==> config.mk <==
export PLATFORM = sky130hd
export DESIGN_NAME = monitoreo_scheduler
export DESIGN_NICKNAME = d
export VERILOG_FILES = /design/src/rtl/monitoreo_pkg.sv /design/src/rtl/monitoreo_rr_arb.sv /design/src/rtl/monitoreo_scheduler.sv
export SDC_FILE = /design/constraint.sdc
export NUM_CORES = 1
export LEC_CHECK = 0
export ABC_AREA = 1
export BUFFER_PORTS_ARGS = -buffer_cell sky130_fd_sc_hd__buf_2
export CORE_MARGIN = 8
export CORE_UTILIZATION = 30
export CTS_CLUSTER_DIAMETER = 150
export DETAILED_ROUTE_END_ITERATION = 8
export HOLD_SLACK_MARGIN = 0.08
export PLACE_DENSITY_LB_ADDON = 0.15
export REMOVE_ABC_BUFFERS = 1
export SYNTH_ARGS = -nofsm -noshare
export SYNTH_HDL_FRONTEND = slang
export SYNTH_HIERARCHICAL = 1
export SYNTH_SLANG_ARGS = --single-unit
==> constraint.sdc <==
create_clock -name clk -period 2.5 [get_ports clk]
set_clock_uncertainty 0.15 [all_clocks]
set_input_delay 0.25 -clock clk [delete_from_list [all_inputs] [get_ports clk]]
set_output_delay 0.25 -clock clk [all_outputs]
set_load 0.05 [all_outputs]
==> src/rtl/monitoreo_pkg.sv <==
// ---------------------------------------------------------------------------
// monitoreo_pkg
// Shared definitions for the monitor time-sharing scheduler:
//   - default channel count, temperature width and dwell length
//   - TEMP_NOMINAL: temperature parked on the monitor while in reset (0.1 C)
//   - state_e: scheduler FSM states
// ---------------------------------------------------------------------------
package monitoreo_pkg;

    localparam int N_CH_DEF     = 4;
    localparam int TEMP_W_DEF   = 11;
    localparam int DWELL_DEF    = 8;
    localparam int TEMP_NOMINAL = 220;

    typedef enum logic [1:0] {
        ST_IDLE,
        ST_CLEAR,
        ST_DWELL,
        ST_CAPTURE
    } state_e;

endpackage

==> src/rtl/monitoreo_rr_arb.sv <==
// ---------------------------------------------------------------------------
// monitoreo_rr_arb
// Combinational round-robin arbiter. The search starts at channel `ptr` and
// wraps past N_CH-1 back to 0; the first requesting channel wins.
// Ports:
//   req   [N_CH-1:0]   per-channel request
//   ptr   [PTR_W-1:0]  highest-priority channel for this search
//   en                 arbitration allowed this cycle
//   gnt   [N_CH-1:0]   one-hot grant (all zero when !en or no request)
//   valid              a grant was issued
// ---------------------------------------------------------------------------
module monitoreo_rr_arb #(
    parameter int N_CH  = 4,
    parameter int PTR_W = (N_CH > 1) ? $clog2(N_CH) : 1
) (
    input  logic [N_CH-1:0]  req,
    input  logic [PTR_W-1:0] ptr,
    input  logic             en,
    output logic [N_CH-1:0]  gnt,
    output logic             valid
);

    // Rotate requests right by ptr so that channel ptr sits at bit 0; a plain
    // fixed-priority pick on the rotated vector is then the round-robin pick.
    logic [2*N_CH-1:0] req_dbl;
    logic [2*N_CH-1:0] req_shr;
    logic [N_CH-1:0]   rot_req;
    logic [N_CH-1:0]   rot_pick;
    logic [2*N_CH-1:0] pick_shl;

    assign req_dbl = {req, req};
    assign req_shr = req_dbl >> ptr;
    assign rot_req = req_shr[N_CH-1:0];

    generate
        for (genvar gi = 0; gi < N_CH; gi++) begin : g_prio
            if (gi == 0) begin : g_first
                assign rot_pick[gi] = rot_req[gi];
            end else begin : g_rest
                assign rot_pick[gi] = rot_req[gi] & ~(|rot_req[gi-1:0]);
            end
        end
    endgenerate

    // Rotate the one-hot pick back left by ptr; the upper half holds the
    // bits that wrapped past N_CH-1.
    assign pick_shl = {{N_CH{1'b0}}, rot_pick} << ptr;

    assign gnt   = en ? (pick_shl[N_CH-1:0] | pick_shl[2*N_CH-1:N_CH]) : '0;
    assign valid = en & (|req);

endmodule

==> src/rtl/monitoreo_scheduler.sv <==
// ---------------------------------------------------------------------------
// monitoreo_scheduler
// Time-shares one temperature monitor between N_CH sensor channels. A granted
// channel's temperature is latched onto mon_temp, the monitor is cleared for
// one cycle, allowed to settle for DWELL cycles, and its results are then
// captured into that channel's status registers and the channel is acked.
// Heat/fan demands of all channels are merged into one actuator command pair;
// fan wins when both are demanded and conflicto flags it.
// Ports:
//   clk, rst                         clock, synchronous active-high reset
//   req_valid  [N_CH]                per-channel request (held until ack)
//   req_temp   [N_CH*TEMP_W]         per-channel signed temperature
//   req_ack    [N_CH]                one-hot completion pulse
//   mon_temp   [TEMP_W]              temperature presented to the monitor
//   mon_clr                          monitor clear pulse
//   mon_estado/alerta/calefactor/ventilador   monitor results
//   ch_estado  [N_CH*2], ch_alerta [N_CH]      last captured per-channel state
//   calefactor, ventilador, conflicto          aggregated actuator commands
//   busy, cur_ch                     service in progress / channel in service
// ---------------------------------------------------------------------------
module monitoreo_scheduler
    import monitoreo_pkg::*;
#(
    parameter int  N_CH   = N_CH_DEF,
    parameter int  TEMP_W = TEMP_W_DEF,
    parameter int  DWELL  = DWELL_DEF,
    localparam int PTR_W  = (N_CH > 1) ? $clog2(N_CH) : 1
) (
    input  logic                     clk,
    input  logic                     rst,
    input  logic [N_CH-1:0]          req_valid,
    input  logic [N_CH*TEMP_W-1:0]   req_temp,
    output logic [N_CH-1:0]          req_ack,
    output logic [TEMP_W-1:0]        mon_temp,
    output logic                     mon_clr,
    input  logic [1:0]               mon_estado,
    input  logic                     mon_alerta,
    input  logic                     mon_calefactor,
    input  logic                     mon_ventilador,
    output logic [N_CH*2-1:0]        ch_estado,
    output logic [N_CH-1:0]          ch_alerta,
    output logic                     calefactor,
    output logic                     ventilador,
    output logic                     conflicto,
    output logic                     busy,
    output logic [PTR_W-1:0]         cur_ch
);

    state_e               state_q;
    logic [PTR_W-1:0]     rr_ptr_q;
    logic [PTR_W-1:0]     cur_ch_q;
    logic [7:0]           dwell_cnt_q;
    logic [TEMP_W-1:0]    mon_temp_q;
    logic                 mon_clr_q;
    logic                 busy_q;
    logic [N_CH-1:0]      req_ack_q;
    logic                 calef_q;
    logic                 vent_q;
    logic                 confl_q;

    logic [2*N_CH-1:0]    estado_q, estado_d;
    logic [N_CH-1:0]      alerta_q, alerta_d;
    logic [N_CH-1:0]      heat_q, heat_d;
    logic [N_CH-1:0]      fan_q, fan_d;

    logic [N_CH-1:0]      arb_gnt;
    logic                 arb_valid;
    logic [PTR_W-1:0]     gnt_idx;
    logic [TEMP_W-1:0]    gnt_temp;
    logic [PTR_W-1:0]     ptr_next;
    logic [N_CH-1:0]      cur_onehot;
    logic [N_CH-1:0]      cap_hit;
    logic                 heat_any;
    logic                 fan_any;

    monitoreo_rr_arb #(
        .N_CH  (N_CH),
        .PTR_W (PTR_W)
    ) u_arb (
        .req   (req_valid),
        .ptr   (rr_ptr_q),
        .en    (state_q == ST_IDLE),
        .gnt   (arb_gnt),
        .valid (arb_valid)
    );

    // Encode the grant and pick the granted channel's temperature.
    always_comb begin
        gnt_idx  = '0;
        gnt_temp = '0;
        for (int i = 0; i < N_CH; i++) begin
            if (arb_gnt[i]) begin
                gnt_idx  = PTR_W'(i);
                gnt_temp = req_temp[i*TEMP_W +: TEMP_W];
            end
        end
    end

    // Next search starts just past the granted channel, wrapping to 0.
    assign ptr_next = (gnt_idx == PTR_W'(N_CH - 1)) ? '0 : gnt_idx + PTR_W'(1);

    // Per-channel status capture: only the channel in service is overwritten,
    // and only during CAPTURE.
    generate
        for (genvar gi = 0; gi < N_CH; gi++) begin : g_ch
            assign cur_onehot[gi] = (cur_ch_q == PTR_W'(gi));
            assign cap_hit[gi]    = (state_q == ST_CAPTURE) && cur_onehot[gi];

            assign estado_d[gi*2 +: 2] = cap_hit[gi] ? mon_estado     : estado_q[gi*2 +: 2];
            assign alerta_d[gi]        = cap_hit[gi] ? mon_alerta     : alerta_q[gi];
            assign heat_d[gi]          = cap_hit[gi] ? mon_calefactor : heat_q[gi];
            assign fan_d[gi]           = cap_hit[gi] ? mon_ventilador : fan_q[gi];
        end
    endgenerate

    // Aggregates are taken from the next-state flags so the registered
    // outputs change in the cycle right after CAPTURE.
    assign heat_any = |heat_d;
    assign fan_any  = |fan_d;

    always_ff @(posedge clk) begin
        if (rst) begin
            state_q     <= ST_IDLE;
            rr_ptr_q    <= '0;
            cur_ch_q    <= '0;
            dwell_cnt_q <= '0;
            mon_temp_q  <= TEMP_W'(TEMP_NOMINAL);
            mon_clr_q   <= 1'b1;
            busy_q      <= 1'b0;
            req_ack_q   <= '0;
            estado_q    <= '0;
            alerta_q    <= '0;
            heat_q      <= '0;
            fan_q       <= '0;
            calef_q     <= 1'b0;
            vent_q      <= 1'b0;
            confl_q     <= 1'b0;
        end else begin
            mon_clr_q <= 1'b0;
            req_ack_q <= '0;

            estado_q  <= estado_d;
            alerta_q  <= alerta_d;
            heat_q    <= heat_d;
            fan_q     <= fan_d;
            calef_q   <= heat_any & ~fan_any;
            vent_q    <= fan_any;
            confl_q   <= heat_any & fan_any;

            case (state_q)
                ST_IDLE: begin
                    if (arb_valid) begin
                        state_q    <= ST_CLEAR;
                        cur_ch_q   <= gnt_idx;
                        mon_temp_q <= gnt_temp;
                        rr_ptr_q   <= ptr_next;
                        mon_clr_q  <= 1'b1;
                        busy_q     <= 1'b1;
                    end
                end
                ST_CLEAR: begin
                    state_q     <= ST_DWELL;
                    dwell_cnt_q <= '0;
                end
                ST_DWELL: begin
                    if (dwell_cnt_q == 8'(DWELL - 1)) begin
                        state_q   <= ST_CAPTURE;
                        req_ack_q <= cur_onehot;
                    end else begin
                        dwell_cnt_q <= dwell_cnt_q + 8'd1;
                    end
                end
                ST_CAPTURE: begin
                    state_q <= ST_IDLE;
                    busy_q  <= 1'b0;
                end
                default: begin
                    state_q <= ST_IDLE;
                    busy_q  <= 1'b0;
                end
            endcase
        end
    end

    assign req_ack    = req_ack_q;
    assign mon_temp   = mon_temp_q;
    assign mon_clr    = mon_clr_q;
    assign ch_estado  = estado_q;
    assign ch_alerta  = alerta_q;
    assign calefactor = calef_q;
    assign ventilador = vent_q;
    assign conflicto  = confl_q;
    assign busy       = busy_q;
    assign cur_ch     = cur_ch_q;

endmodule

==> After elaboration in Yosys (flattened, before gate mapping) <==
Index checks and enable logic that the tools add are counted.
{ "op_classes": {"n_addsub": 2, "eq_ne": 11, "n_shift": 2, "n_mux": 26, "n_bitwise": 13, "n_reduce_logical": 18} }
{ "ops": {"columns": ["operator", "n"], "rows": [
  ["$mux 11", 4],
  ["$pmux 8 s2", 1],
  ["$mux 1", 12],
  ["$reduce_or 4->1", 3],
  ["$eq 2x2->1 const B", 5],
  ["$mux 2", 5],
  ["$add 8x1->8 const B", 1],
  ["$eq 8x3->1 const B", 1],
  ["$mux 8", 1],
  ["$pmux 2 s4", 1],
  ["$reduce_and 2->1", 4],
  ["$shl 4x2->8", 1],
  ["$shr 8x2->4", 1],
  ["$and 1x1->1", 6],
  ["$ne 2x2->1 const B", 3],
  ["$not 1->1", 6],
  ["$reduce_or 3->1", 2],
  ["$eq 2x1->1 const B", 2],
  ["$logic_and 1x1->1", 4],
  ["$logic_not 2->1", 2],
  ["$mux 4", 1],
  ["$or 4x4->4", 1],
  ["$reduce_bool 2->1", 2],
  ["$add 2x1->2 const B", 1],
  ["other kinds (2)", 2]
]} }
{ "totals": {"reg_bits": 54, "in_bits": 55, "out_inout_bits": 34, "wordCells": 93} }

==> Logic depth before layout (Yosys ltp) <==
{ "depth": {"word_depth": 12, "mapped_depth": 20, "depth_no_buf": 18} }

==> By module <==
Netlist, hierarchy kept.
{ "by_module_without_submodules": {"columns": ["mod", "instances", "cells_each", "area_per_inst_um2", "seq_area_each_um2"], "rows": [
  ["monitoreo_scheduler", 1, 348, 2501.1, 1081.0],
  ["monitoreo_rr_arb", 1, 62, 352.8, 0.0]
]} }

==> Least setup slack after synthesis <==
No wires, ideal clock.
{ "synth_timing": {"path_type": "register to register", "startpoint": "reg rr_ptr_q[0]", "endpoint": "reg mon_temp_q[9] (netlist: mon_temp[9])", "setup_time_ps": 120, "arrival_time_ps": 1792, "required_ps": 2230, "setup_slack_ps": 438, "stages_incl_launch_ff": 20, "path_buffers": 2, "synth_period_minus_slack_ps": 2062, "cell_sequence": "dfxtp_1 -> buf_6 -> inv_6 -> nand2_2 -> nand3_4 -> nand2_4 -> nand2_2 -> nor2_2 -> nand2_1 -> nand2_1 -> nand2_1 -> nor2_1 -> inv_1 -> nand2_1 -> nor2_1 -> buf_2 -> nand2_1 -> nand3_1 -> o211ai_1 -> nand2_1"} }
{ "synth_via": {"elab_cells_between_ends": 16, "classes_between": "shift (2); mux (5); bitwise (7); reduce/logical (2)"} }
{ "synth_lines": {"columns": ["item", "line_no", "text"], "rows": [
  ["start: declaration", "monitoreo_scheduler.sv:50", "logic [PTR_W-1:0] rr_ptr_q;"],
  ["start signal: assignment", "monitoreo_scheduler.sv:156", "rr_ptr_q <= ptr_next;"],
  ["$shr 8x2->4", "monitoreo_rr_arb.sv:32", "assign req_shr = req_dbl >> ptr;"],
  ["$reduce_or 3->1 or $reduce_or 2->1 (tied branches)", "monitoreo_rr_arb.sv:40", "assign rot_pick[gi] = rot_req[gi] & ~(|rot_req[gi-1:0]);"],
  ["$not 1->1", "monitoreo_rr_arb.sv:40", null],
  ["$and 1x1->1", "monitoreo_rr_arb.sv:40", null],
  ["$shl 4x2->8 (*)", "monitoreo_rr_arb.sv:47", "assign pick_shl = {{N_CH{1'b0}}, rot_pick} << ptr;"],
  ["$or 4x4->4 (*)", "monitoreo_rr_arb.sv:49", "assign gnt = en ? (pick_shl[N_CH-1:0] | pick_shl[2*N_CH-1:N_CH]) : '0;"],
  ["$mux 4 (*)", "monitoreo_rr_arb.sv:49", null],
  ["via arb_gnt[2]", "monitoreo_scheduler.sv:66", "logic [N_CH-1:0] arb_gnt;"],
  ["$mux 11 (*) (2 in a row)", "monitoreo_scheduler.sv:92", "if (arb_gnt[i]) begin"],
  ["end signal: assignment", "monitoreo_scheduler.sv:127", "mon_temp_q <= TEMP_W'(TEMP_NOMINAL);"],
  ["end signal: assignment", "monitoreo_scheduler.sv:155", "mon_temp_q <= gnt_temp;"],
  ["end: declaration", "monitoreo_scheduler.sv:53", "logic [TEMP_W-1:0] mon_temp_q;"]
]} }
Mark *: on every way through the listed nets, which the timed path passes. The rest lies on a longest branch.
A chain may end at the register's enable or synchronous reset.

==> Final worst setup path <==
{ "layout_timing": {"startpoint": "reg rr_ptr_q[1]", "endpoint": "reg mon_temp_q[6] (netlist: mon_temp[6])"} }
The elaborated chain is that of the path after synthesis.

==> results.sh <==
export IMPL_status="completed"
export IMPL_fin_ws_ps=349.4
export IMPL_met3_usage_pct=3.328
export IMPL_final_hold_violation_count=0
export IMPL_synth_ff_type="dfxtp_1"
export IMPL_crit_fanout=11
export IMPL_relSlewSlack_pct=65.18
export IMPL_r2r_slack_ps=350
export IMPL_p_leak_nw=1.743
export IMPL_synth_seq_cells=54
export IMPL_grtUsageMet1_pct=15.99
export IMPL_yosysMostFrequentCell="nand2_1"
export IMPL_ctsHtreeMaxLevel=2
export IMPL_first_pass_iters=4
export IMPL_yosysSeqAreaShare_pct=37.88
export IMPL_synth_top_area_share_pct=37.88
export IMPL_p_per_area_nw_per_um2=1171
export IMPL_utilization_pct=39.61
export IMPL_core_um2=9240
export IMPL_dieHeight_um=113.5
export IMPL_initial_core_util_pct=30.89
export IMPL_crit_type="register to register"
export IMPL_finalSetupViolCount=0
export IMPL_p_comb_share_pct=58.1
export IMPL_synth_edf_count=0
export IMPL_synth_avg_cell_area_um2=6.961
export IMPL_overflow=0
export IMPL_cp_end_kind="register"
export IMPL_yosys_top_cells_count="nand2_1 (98), dfxtp_1 (54), inv_1 (47)"
export IMPL_gp_congestion=0.8198
export IMPL_antenna_found_initial=0
export IMPL_setup_worst_path_start="rr_ptr_q[1]$_SDFFE_PP0P_"
export IMPL_syn2layout_area_growth_pct=28.23
export IMPL_reg2reg_to="mon_temp[6]$_SDFFE_PP1P_"
export IMPL_switching_share_pct=50.28
export IMPL_cp_endpoint="mon_temp[6]$_SDFFE_PP1P_"
export IMPL_fin_cells=640
export IMPL_fin_nets=569
export IMPL_drc=0
export IMPL_crit_arrival_ps=2220
export IMPL_ys_types=33
export IMPL_drtAntennaViolNets=0
export IMPL_start_kind="register"
export IMPL_p_int_mw=2.131
export IMPL_cts_buffers=5
export IMPL_hp_class="primary input to register"
export IMPL_synth_area_um2=2854
export IMPL_diodes=0
export IMPL_dpl_hpwl_um=6175
export IMPL_ios=89
export IMPL_switchingPower_mw=2.155
export IMPL_clockPowerShare_pct=14.9
export IMPL_fin_crit_ps=2151
export IMPL_clk_path_buf_depth=2
export IMPL_grt_pass1_vias=2811
export IMPL_num_vias=2870
export IMPL_cts_root_buffer="clkbuf_8"
export IMPL_ir_worst_vdd_mv=0.3919
export IMPL_grt_util_met2_pct=20.87
export IMPL_clk_pin_slew_worst_paths_ps=110
export IMPL_fmax_mhz=465.0
export IMPL_wl_per_cell_um=12.88
export IMPL_rr_worst_depth=17
export IMPL_clk_latency_ps=320
export IMPL_maxSlewViolCount=0
export IMPL_rsz0062_at_grt="no"
export IMPL_syn_inst=410
export IMPL_post_cts_setup_buffers=0
export IMPL_cts_tree="done"
export IMPL_hold_ws_ps=93.42
export IMPL_routed_via_density=4.484
export IMPL_setup_tns_final_ps=0
export IMPL_num_rows=35
export IMPL_grt_pass1_wl_um=13600
export IMPL_drv_cap=0
export IMPL_fin_crit_sh_pct=86.02
export IMPL_yosysTopAreaCell="dfxtp_1"
export IMPL_die_w_um=113.5
export IMPL_pwr_share_seq_pct=27.0
export IMPL_die_area_um2=12890
export IMPL_yosysWarnings=6
export IMPL_first_iter_violations=158
export IMPL_synth_async_reset_ratio_pct=0
export IMPL_drive_gt1_share_pct=26.42
export IMPL_grt_max_degree=18
export IMPL_grt_total_usage_pct=12.65
export IMPL_crit_required_ps=2570
export IMPL_wl_um=8243
export IMPL_pre_cts_ws_ps=220.0
export IMPL_grt_busiest_layer="met2"
export IMPL_worstMarginPinSlew_ps=522.3
export IMPL_clock_sinks=54
export IMPL_dp_cells=620
export IMPL_port_buffers=88
export IMPL_timing_rr_start="rr_ptr_q[1]$_SDFFE_PP0P_"
export IMPL_yosys_top_cells_area="dfxtp_1 (38%), nand2_1 (13%), inv_1 (6.2%)"
[how the worst min path moves through the flow]
stage                     cells after the start                     endpoint                       from
after floorplan                               1  dwell_cnt_q[4]$_SDFFE_PP0P_                        rst
after global placement                        2    ch_estado[7]$_SDFFE_PP0P_  ch_estado[7]$_SDFFE_PP0P_
after detailed placement                      2    ch_alerta[2]$_SDFFE_PP0P_  ch_alerta[2]$_SDFFE_PP0P_
after CTS                                     5     mon_temp[4]$_SDFFE_PP1P_                req_temp[4]
after global routing                          3    ch_estado[4]$_SDFFE_PP0P_              mon_estado[0]
final                                         3    ch_estado[0]$_SDFFE_PP0P_              mon_estado[0]
[flip-flops by register name, indices dropped and copies added, names as in the netlist]
signal and flops:
mon_clr 1, dwell_cnt_q 8, mon_temp 11, busy 1
ch_estado 8, rr_ptr_q 2, state_q 2, cur_ch 2
ventilador 1, calefactor 1, heat_q 4, req_ack 4
fan_q 4, ch_alerta 4, conflicto 1
[metrics by stage]
step	total power, mW	instance area (um2)
after CTS	4.316	3657
final	4.287	3660
after floorplan	2.950	2746
after global placement	3.632	3416
after global routing	4.638	3660
after detailed placement	3.648	3416
[routing by layer]
metal	up-vias	wire (um)
met5	-	0
met4	0	70
met3	6	465
met2	50	3752
met1	1294	3955
li1	1520	-
[final cells by class]
| cell class | instances | area, um2 |
|---|---|---|
| clock inverter | 2 | 38.79 |
| inverter | 51 | 200.2 |
| clock buffer | 6 | 82.58 |
| fill | 1024 | 5580 |
| multi-input combinational | 289 | 1465 |
| tap | 129 | 161.4 |
| sequential | 54 | 1084 |
| timing repair buffer | 109 | 628.1 |
[cells in the final DEF (no fill, tap or decap), types with 3 or more instances in the layout]
cell type / netlist / final
dfxtp_1: 54 / 52
o211ai_1: 10 / 10
inv_1: 47 / 47
nor3_1: 4 / 4
o21ai_1: 6 / 6
nand3_2: 5 / 5
nand2_2: 6 / 6
nor2_1: 44 / 44
ha_1: 4 / 4
buf_2: 5 / 88
nand3_4: 3 / 3
o21ai_0: 23 / 23
nand2_4: 5 / 5
nand4_1: 6 / 6
clkbuf_8: 0 / 6
buf_4: 1 / 9
dlygate4sd3_1: 0 / 12
nand3_1: 30 / 30
a21oi_1: 34 / 34
nand2_1: 98 / 98
[what timing repair did]
| item | CTS | global route |
|---|---|---|
| hold endpoints to repair | 12 | 0 |
| gates resized for setup | 0 | 2 |
| setup endpoints to repair | 0 | 2 |
| hold buffers | 12 | 0 |
[worst max-delay path, stage by stage (launching register included)]
cell and delay [ps]:
dfxtp_2 400, inv_4 130, nand3_2 110, nand2_2 90, nand2_2 60, nor2_2 110, nand2_1 70, nand2_1 60
nand2_1 40, nor2_1 170, inv_1 60, nand2_1 70, nor2_1 40, buf_4 170, nand2_1 60, nand3_1 90
o211ai_1 100, nand2_1 60
[cell families (layout without fill, tap and decap cells)]
logic type                 count (synthesis)  after routing  share of synthesized area (%)
DFF                                       54             54                          37.88
adders and majority gates                  4              4                          1.754
and+or+nand+nor                          209            209                          35.03
buffers and inverters                     67            168                          10.78
AOI/OAI and AO/OA                         76             76                          14.56
[power groups by stage]
stage,Sequential (mW),Clock (mW),Combinational [mW]
detailed placement,1.18,0,2.47
global route,1.18,0.695,2.76
CTS,1.16,0.665,2.49
finish,1.16,0.638,2.49
floorplan,1.57,0,1.38
global placement,1.17,0,2.46
Note: power is estimated with default switching activity, not from simulation.
